===== src/rtl/apb_pkg.sv =====
// rtl/apb_pkg.sv - shared types and defaults for the APB initiator
package apb_pkg;

    typedef enum logic [1:0] {
        IDLE   = 2'b00,
        SETUP  = 2'b01,
        ACCESS = 2'b10
    } apb_mst_state_t;

    localparam logic APB_READ  = 1'b0;
    localparam logic APB_WRITE = 1'b1;

    localparam int APB_ADDR_WIDTH     = 32;
    localparam int APB_DATA_WIDTH     = 32;
    localparam int APB_TIMEOUT_CYCLES = 16;

endpackage


===== src/rtl/apb_master.sv =====
// rtl/apb_master.sv - single-outstanding APB initiator bridged from a valid/ready request port
module apb_master
    import apb_pkg::*;
#(
    parameter int addr_width     = APB_ADDR_WIDTH,
    parameter int data_width     = APB_DATA_WIDTH,
    parameter int timeout_cycles = APB_TIMEOUT_CYCLES
) (
    input  logic                  i_clk_apb,
    input  logic                  i_rstn_apb,
    input  logic                  i_valid,
    output logic                  o_ready,
    input  logic [addr_width-1:0] i_addr,
    input  logic                  i_rd0_wr1,
    input  logic [data_width-1:0] i_wr_data,
    output logic                  o_rd_valid,
    output logic [data_width-1:0] o_rd_data,
    output logic                  o_wr_done,
    output logic                  o_err,
    output logic                  o_psel,
    output logic                  o_penable,
    output logic                  o_pwrite,
    output logic [addr_width-1:0] o_paddr,
    output logic [data_width-1:0] o_pwdata,
    input  logic [data_width-1:0] i_prdata,
    input  logic                  i_pready,
    input  logic                  i_pslverr
);

    localparam bit TIMEOUT_EN = (timeout_cycles > 0);
    localparam int CNT_W      = TIMEOUT_EN ? $clog2(timeout_cycles + 1) : 1;
    // Abort fires at the end of the timeout_cycles-th ACCESS cycle without PREADY
    localparam logic [CNT_W-1:0] CNT_LIMIT = CNT_W'(TIMEOUT_EN ? timeout_cycles - 1 : 0);

    apb_mst_state_t state, state_nxt;
    logic [CNT_W-1:0]      wait_cnt, wait_cnt_nxt;
    logic                  psel_nxt, penable_nxt, pwrite_nxt;
    logic [addr_width-1:0] paddr_nxt;
    logic [data_width-1:0] pwdata_nxt, rd_data_nxt;
    logic                  rd_valid_nxt, wr_done_nxt, err_nxt;
    logic                  done, timed_out;

    assign o_ready = (state == IDLE);

    always_comb begin
        state_nxt    = state;
        wait_cnt_nxt = wait_cnt;
        psel_nxt     = o_psel;
        penable_nxt  = o_penable;
        pwrite_nxt   = o_pwrite;
        paddr_nxt    = o_paddr;
        pwdata_nxt   = o_pwdata;
        rd_data_nxt  = o_rd_data;
        rd_valid_nxt = 1'b0;
        wr_done_nxt  = 1'b0;
        err_nxt      = 1'b0;
        done         = 1'b0;
        timed_out    = 1'b0;

        case (state)
            IDLE: begin
                if (i_valid) begin
                    state_nxt  = SETUP;
                    psel_nxt   = 1'b1;
                    paddr_nxt  = i_addr;
                    pwrite_nxt = i_rd0_wr1;
                    pwdata_nxt = (i_rd0_wr1 == APB_WRITE) ? i_wr_data : '0;
                end
            end
            SETUP: begin
                state_nxt    = ACCESS;
                penable_nxt  = 1'b1;
                wait_cnt_nxt = '0;
            end
            ACCESS: begin
                // PREADY wins over a timeout reached in the same cycle
                if (i_pready) begin
                    done = 1'b1;
                end else if (TIMEOUT_EN && (wait_cnt == CNT_LIMIT)) begin
                    done      = 1'b1;
                    timed_out = 1'b1;
                end else begin
                    wait_cnt_nxt = wait_cnt + 1'b1;
                end
            end
            default: state_nxt = IDLE;
        endcase

        if (done) begin
            state_nxt   = IDLE;
            psel_nxt    = 1'b0;
            penable_nxt = 1'b0;
            err_nxt     = timed_out | i_pslverr;
            if (o_pwrite == APB_WRITE) begin
                wr_done_nxt = 1'b1;
            end else begin
                rd_valid_nxt = 1'b1;
                rd_data_nxt  = timed_out ? '0 : i_prdata;
            end
        end
    end

    always_ff @(posedge i_clk_apb or negedge i_rstn_apb) begin
        if (!i_rstn_apb) begin
            state      <= IDLE;
            wait_cnt   <= '0;
            o_psel     <= 1'b0;
            o_penable  <= 1'b0;
            o_pwrite   <= 1'b0;
            o_paddr    <= '0;
            o_pwdata   <= '0;
            o_rd_data  <= '0;
            o_rd_valid <= 1'b0;
            o_wr_done  <= 1'b0;
            o_err      <= 1'b0;
        end else begin
            state      <= state_nxt;
            wait_cnt   <= wait_cnt_nxt;
            o_psel     <= psel_nxt;
            o_penable  <= penable_nxt;
            o_pwrite   <= pwrite_nxt;
            o_paddr    <= paddr_nxt;
            o_pwdata   <= pwdata_nxt;
            o_rd_data  <= rd_data_nxt;
            o_rd_valid <= rd_valid_nxt;
            o_wr_done  <= wr_done_nxt;
            o_err      <= err_nxt;
        end
    end

endmodule


===== config.mk =====
export PLATFORM = sky130hd
export DESIGN_NAME = apb_master
export DESIGN_NICKNAME = d
export VERILOG_FILES = /design/src/rtl/apb_pkg.sv /design/src/rtl/apb_master.sv
export SDC_FILE = /design/constraint.sdc
export NUM_CORES = 1
export LEC_CHECK = 0
export CAP_MARGIN = 20
export CORE_ASPECT_RATIO = 1.4
export CORE_UTILIZATION = 40
export DETAILED_ROUTE_END_ITERATION = 16
export PLACE_DENSITY = 0.79
export SLEW_MARGIN = 20
export SYNTH_ARGS = -nofsm -noshare
export SYNTH_HDL_FRONTEND = slang
export SYNTH_SLANG_ARGS = --single-unit

===== constraint.sdc =====
create_clock -name i_clk_apb -period 4.1 [get_ports i_clk_apb]
set_input_delay 0.41 -clock i_clk_apb [delete_from_list [all_inputs] [get_ports i_clk_apb]]
set_output_delay 0.41 -clock i_clk_apb [all_outputs]
set_load 0.1 [all_outputs]

## After elaboration in Yosys (flattened, before gate mapping)

Index checks and enable logic that the tools add are counted.

| word-level totals | value |
|---|---|
| register bits after elaboration | 109 |
| latch bits | 0 |
| bits in writable memories | 0 |
| memory bits (read-only) | 0 |
| input port bits | 102 |
| memories kept | 0 |

| operators by class | value |
|---|---|
| add/sub/neg operators | 1 |
| $mul | 0 |
| divide/modulo/power cells | 0 |
| $lt $le $gt $ge | 0 |
| equal/unequal tests | 7 |
| shift-type cells | 0 |
| muxes and demuxes | 23 |
| bitwise logic cells | 2 |
| reduce and logical (&&, ||, !) cells | 10 |

Operators by type and width:

| kind | count |
|---|---|
| 32-bit two-way mux | 2 |
| 1-bit two-way mux | 15 |
| 5-bit two-way mux | 2 |
| 5-bit one-hot mux with 2 select lines | 1 |
| 2-bit AND reduction | 4 |
| 2-bit nonzero test | 4 |
| 2-bit != test, second input constant | 3 |
| 2-bit one-hot mux with 3 select lines | 1 |
| 5-bit by 1-bit adder with 5-bit output, second input constant | 1 |
| 5-bit by 4-bit equality test with 1-bit output, second input constant | 1 |
| 2-bit two-way mux | 2 |
| 3-bit by 2-bit != test with 1-bit output, second input constant | 1 |
| 3-bit AND reduction | 1 |
| 2-bit by 1-bit equality test with 1-bit output, second input constant | 1 |
| 2-bit equality test, second input constant | 1 |
| 2-bit logical NOT | 1 |
| 1-bit NOT | 1 |
| 1-bit OR | 1 |

## Logic depth before layout (Yosys ltp)

Gate-level depths: netlist of the first run.

| logic depth | value |
|---|---|
| depth after elaboration | 6 |
| gate-level depth with buffers | 8 |
| depth with buffers taken out | 6 |

## Least setup slack after synthesis of the first run

No wires, ideal clock.

| path | value |
|---|---|
| kind | reg2out |
| start | register state[1] |
| end | output port o_ready |
| data arrival time | 1.952 ns |
| data required time | 3.690 ns |
| path slack | 1.738 ns |
| cell stages (with the launch flop) | 3 |
| path buffers | 1 |
| cells stage by stage | dfrtp_1 > clkbuf_1 > nor2_1 |

| between the ends | value |
|---|---|
| longest elaborated chain between the ends | 1 |

Ends and longest elaborated chain:

| item | line | text |
|---|---|---|
| start: declaration | apb_master.sv:35 | `apb_mst_state_t state, state_nxt;` |
| start signal: assignment | apb_master.sv:117 | `state <= state_nxt;` |
| 2-bit logical NOT | apb_master.sv:43 | `assign o_ready = (state == IDLE);` |
| end: declaration | apb_master.sv:12 | `output logic o_ready,` |

Every way passes these cells.

## Worst setup path after layout of the first run

Ends and elaborated chain as after synthesis.

==> impl_metrics.json, run 1 <==
{
  "setup_viol": 0,
  "tightestPinTransition_ps": 1030,
  "synth_fp_nets": 443,
  "timing_hold_violations_final": 0,
  "yosysTopAreaCellShare": 0.645,
  "synthArstFlopShare": 1.00,
  "clockBufferDepth": 2,
  "grt_pass1_vias": 3354,
  "track_usage": 0.191,
  "cts_sinks": 109,
  "netlist_instances": 339,
  "area_growth_pct": 56.8,
  "hold_buffers": 0,
  "port_buffers": 204,
  "vias_per_cell": 4.97,
  "drive_gt1_frac": 0.0612,
  "die-area_um2": 11000,
  "drt-wirelength-per-cell_um": 15.6,
  "insertion_delay_ps": 330,
  "synthFlopType": "dfrtp_1",
  "core-area_um2": 10300,
  "synth_edf_count": 0,
  "hpwl_mm": 7.70,
  "first_pass_iters": 4,
  "vias": 3364,
  "synth_area_leaders": "dfrtp_1, mux2_1, a22o_1",
  "ys_seq_area_frac": 0.645,
  "post-route-drc-count": 0,
  "fmax_ghz": 0.369,
  "grt_overflow": 0,
  "critPathBufInv": 1,
  "layout.nets": 638,
  "dp.cells": 660,
  "syn_area_um2": 4230,
  "worstSetupStartpointType": "register",
  "die_w_um": 88.9,
  "n_antenna_cell": 0,
  "endpoint_kind": "primary output",
  "min_path_type": "primary input to asynchronous set/reset pin",
  "antenna_left": 0,
  "cts_resized": 0,
  "nFillCells": 842,
  "status": "finished clean",
  "max_stage_delay_ps": 1170,
  "path_cells": "nor2_1, clkdlybuf4s50_1",
  "crit_family": "buffers and inverters",
  "cts.clk_slew.worst_paths_ps": 70,
  "io_pins": 205,
  "numCtsBuffers": 9,
  "gp_congestion": 0.839,
  "max-cap-violations": 0,
  "fin_hold_ws_ps": 190,
  "crit_fanout": 15,
  "ys_types": 29,
  "crit_required_ps": 3690,
  "antenna_found_initial": 0,
  "drt_iter0_markers": 72,
  "clock-root-buffer": "clkbuf_16",
  "grt_pass1_wl_mm": 15.9,
  "maxSlewViolCount": 0,
  "avgSynthCellArea_um2": 12.5,
  "finalSetupTns_ps": 0,
  "post_cts_buffers": 0,
  "crit_slowest_cell": "clkdlybuf4s50_1",
  "totalWireLength_mm": 10.6,
  "fin_cells": 677,
  "cts_tree": "done",
  "max_slew_margin": 0.313,
  "cp.arrival_ps": 2300,
  "final.setup_skew_ps": 6.53,
  "rsz0062_at_grt": "false",
  "start_util": 0.409,
  "grt_start_max_net_pins": 71,
  "htreeDepth": 3,
  "yosys.area.top_type": "dfrtp_1",
  "rows": 44,
  "fin_crit_sh": 0.661,
  "die_h_um": 124,
  "ys_ff_latch": 109,
  "yosysWarningCount": 0,
  "worst-setup-path-type": "register to primary output",
  "finalCriticalPeriod_ps": 2710
}
==> worst register-to-register path, stage by stage (launching register included) <==
cell     delay (ps)
dfrtp_1         440
ha_1            230
and3_1          180
ha_1            220
nor2_1          130
or3_2           780
a22o_1          350
==> final cells by class <==
type | count | area [um^2] | area share
well taps | 138 | 173 | 0.0260
clock buffers | 12 | 256 | 0.0387
flip-flops and latches | 109 | 2730 | 0.411
repair buffers | 208 | 2070 | 0.312
multi-input cells | 201 | 1330 | 0.201
inverters | 5 | 18.8 | 0.00283
clock inverters | 4 | 55.1 | 0.00830
==> metrics by stage <==
| step | cell area, um^2 | utilization | setup slack [ps] |
|---|---|---|---|
| 6_report | 6630 | 0.641 | 1390 |
| 3_5_place_dp | 6310 | 0.610 | 1420 |
| 3_3_place_gp | 6310 | 0.610 | 1570 |
| 4_1_cts | 6630 | 0.640 | 1380 |
| 5_1_grt | 6630 | 0.641 | 1300 |
| 2_1_floorplan | 4230 | - | 1740 |
==> synth_stat cells (3+ instances only) <==
cell type  number
buf_6           8
clkbuf_1        9
nand3_1         3
inv_1           5
o21ai_0        16
a22o_1         32
a21oi_1         6
dfrtp_1       109
mux2_2          8
mux2_1         25
nor2_1          5
buf_2           7
o21ai_1        19
o2bb2ai_1       3
nand2_1        65
==> worst paths after layout <==
check	from	end	slack, ps	depth (start not counted)
worst min register to register	o_pwdata[0]	o_pwdata[0]	480	2
min in group i_clk_apb	o_pwdata[0]	o_pwdata[0]	480	2
max in group asynchronous	i_rstn_apb	o_pwdata[7]	3090	2
worst max register to register	wait_cnt[0]	o_rd_data[6]	1670	6
worst min-delay path	i_rstn_apb	o_paddr[21]	190	1
worst max-delay path	state[1]	o_ready	1390	2
==> layer usage <==
layer,global-route usage,wire [um],up-vias
met1,0.212,3880,1640
met4,0.0736,239,0
li1,-,-,1562
met3,0.0656,870,20
met5,0,0,-
met2,0.333,5580,142
==> sequential cells by signal, summed over array words and instances (netlist names) <==
signal      count
o_err           1
o_paddr        32
o_penable       1
o_psel          1
o_pwdata       32
o_pwrite        1
o_rd_data      32
o_rd_valid      1
o_wr_done       1
state           2
wait_cnt        5
==> cells in the final DEF (no fill, tap or decap), types with 2 or more instances in the layout <==
| master | n |
|---|---|
| a31oi_1 | 2 |
| o21ai_1 | 19 |
| o2bb2ai_1 | 3 |
| dfrtp_1 | 109 |
| o21ai_0 | 16 |
| nand2_1 | 65 |
| mux2i_1 | 2 |
| nor4b_1 | 2 |
| buf_4 | 4 |
| ha_1 | 2 |
| a21oi_1 | 6 |
| clkbuf_16 | 9 |
| clkbuf_8 | 2 |
| a22o_1 | 32 |
| nand3_1 | 3 |
| mux2_2 | 8 |
| clkdlybuf4s50_1 | 202 |
| mux2_1 | 25 |
| inv_1 | 5 |
| nor2_1 | 5 |
==> kinds of logic (layout without fill, tap and decap cells) <==
kind of cell / count (synthesis) / count (layout) / share of synthesized area
adder cells (fa/ha/maj): 2 / 2 / 0.00592
multiplexers: 35 / 35 / 0.0926
flip-flops: 109 / 109 / 0.645
buffers and inverters: 29 / 229 / 0.0420
AO/OA/AOI/OAI: 79 / 79 / 0.126
AND/OR/NAND/NOR: 85 / 85 / 0.0888
Power of run 1 is left out: the tool's default activity adds up to more than one toggle a clock period on the data nets, which glitch-free logic cannot reach.
==> inputs of run 2 (changes only) <==
==> constraint.sdc (replaced) <==
create_clock -name i_clk_apb -period 2.6 [get_ports i_clk_apb]
set_input_delay 0.26 -clock i_clk_apb [delete_from_list [all_inputs] [get_ports i_clk_apb]]
set_output_delay 0.26 -clock i_clk_apb [all_outputs]
set_load 0.1 [all_outputs]
==> run 2 against run 1 <==
  * The run now ends with hold timing left
  * Count of clock-buffer cells in the layout fell by 2
  * Wire length fell by 4.3%
  * Cell count up 0.59%
  * Global-route usage fell by 0.37 points
  * First-iteration DRC count rose by 17%
  * Final area decreased by 3.1%
  * Core utilization decreased by 2.0 points
  * Register-to-register slack worse by 1200 ps
  * Worst hold slack got worse by 240 ps
  * Sequential cell count is the same
  * Critical endpoint is now o_rd_data[1]
==> impl_metrics.json, run 2 (synthesis results as in run 1) <==
{
  "status": "finished, violations left",
  "violations": "hold timing",
  "htreeDepth": 3,
  "drt-wirelength-per-cell_um": 14.8,
  "worstSetupStartpointType": "register",
  "layout_common_cells": "buf_4, dfrtp_1, clkdlybuf4s50_1, nand2_1, a22o_1",
  "core-area_um2": 10300,
  "die-area_um2": 11000,
  "endpoint_kind": "register",
  "crit_fanout": 33,
  "reg_top3": "o_paddr x32, o_pwdata x32, o_rd_data x32",
  "grt_pass1_wl_mm": 15.5,
  "tightestPinTransition_ps": 605,
  "fin_crit_sh": 0.824,
  "cts_tree": "done",
  "insertion_delay_ps": 350,
  "maxSlewViolCount": 0,
  "final.setup_skew_ps": 7.44,
  "grt_pass1_vias": 3268,
  "max_stage_delay_ps": 420,
  "worst-setup-path-type": "register to register",
  "vias_per_cell": 4.90,
  "track_usage": 0.187,
  "io_pins": 205,
  "cts_sinks": 109,
  "fin_util": 0.621,
  "dp.cells": 666,
  "port_buffers": 204,
  "finalCriticalPeriod_ps": 2140,
  "setup_viol": 0,
  "clockBufferDepth": 2,
  "layout_commonest_cell": "buf_4",
  "drive_gt1_frac": 0.256,
  "min_path_type": "primary input to asynchronous set/reset pin",
  "crit_required_ps": 2830,
  "crit_slowest_cell": "dfrtp_1",
  "antenna_left": 0,
  "first_pass_iters": 4,
  "rows": 44,
  "totalWireLength_mm": 10.1,
  "post_cts_buffers": 0,
  "cts_resized": 0,
  "grt_start_max_net_pins": 110,
  "fin_hold_ws_ps": -54.0,
  "rsz0062_at_grt": "false",
  "hold_buffers": 0,
  "gp_congestion": 0.793,
  "cp.arrival_ps": 2370,
  "max-cap-violations": 0,
  "clock-root-buffer": "clkbuf_16",
  "die_w_um": 88.9,
  "hpwl_mm": 7.25,
  "vias": 3334,
  "layout.nets": 643,
  "start_util": 0.409,
  "timing_hold_violations_final": 37,
  "cts.clk_slew.worst_paths_ps": 70,
  "drt_iter0_markers": 84,
  "area_growth_pct": 52.0,
  "n_antenna_cell": 0,
  "path_cells": "ha_1, and3_1, ha_1, nor2_1, or3_1, buf_4, a22o_1",
  "crit_path_frequent_cell": "ha_1",
  "post-route-drc-count": 0,
  "numCtsBuffers": 9,
  "antenna_found_initial": 0,
  "die_h_um": 124,
  "max_slew_margin": 0.597,
  "fin_cells": 681,
  "grt_overflow": 0,
  "finalSetupTns_ps": 0,
  "fmax_ghz": 0.467
}
[run 2: changes by cell type in the layout (fill, tap and decap cells not counted)]
cell	change
buf_12	+2
clkinvlp_4	+2
clkdlybuf4s50_1	-102
clkbuf_8	-1
buf_2	-1
buf_4	+107
inv_6	-1
clkbuf_1	-1
or3_1	+1
or3_2	-1
buf_6	-1
[run 2: final timing paths]
path / start / end / slack, ps / depth (start not counted)
setup reg to reg: wait_cnt[0] / o_rd_data[1] / 460 / 7
hold / removal: i_rstn_apb / o_paddr[26] / -50 / 2
min in group i_clk_apb: i_wr_data[12] / o_pwdata[12] / 450 / 3
setup / recovery: wait_cnt[0] / o_rd_data[1] / 460 / 7
hold reg to reg: o_pwdata[7] / o_pwdata[7] / 480 / 2
max in group asynchronous: i_rstn_apb / state[1] / 2160 / 2
[run 2: per-stage QoR]
stage               worst slack (ps)  instance area [um^2]
floorplan                        359                  4230
global placement                 563                  6130
detailed placement               504                  6130
CTS                              477                  6430
global route                     314                  6430
finish                           457                  6430
[run 2: final cells by class]
cell class,count,area (um^2)
Timing Repair Buffer,213,1870
Tap cell,138,173
Inverter,5,18.8
Multi-Input combinational cell,201,1330
Fill cell,856,3920
Sequential cell,109,2730
Clock buffer,10,239
Clock inverter,5,61.3
[run 2: layer usage]
| metal | part of all wire | GRT usage |
|---|---|---|
| met2 | 0.50 | 0.308 |
| met5 | 0 | 0 |
| met3 | 0.069 | 0.0484 |
| met4 | 0.039 | 0.110 |
| met1 | 0.39 | 0.219 |
[run 2: worst max-delay path, delay by kind of cell (launching register included)]
family	cells	cell delay, ps
flip-flops	1	420
adder cells (fa/ha/maj)	2	470
AND/OR/NAND/NOR	3	590
AO/OA/AOI/OAI	1	280
buffers and inverters	1	240
Power of run 2 is left out for the same reason.
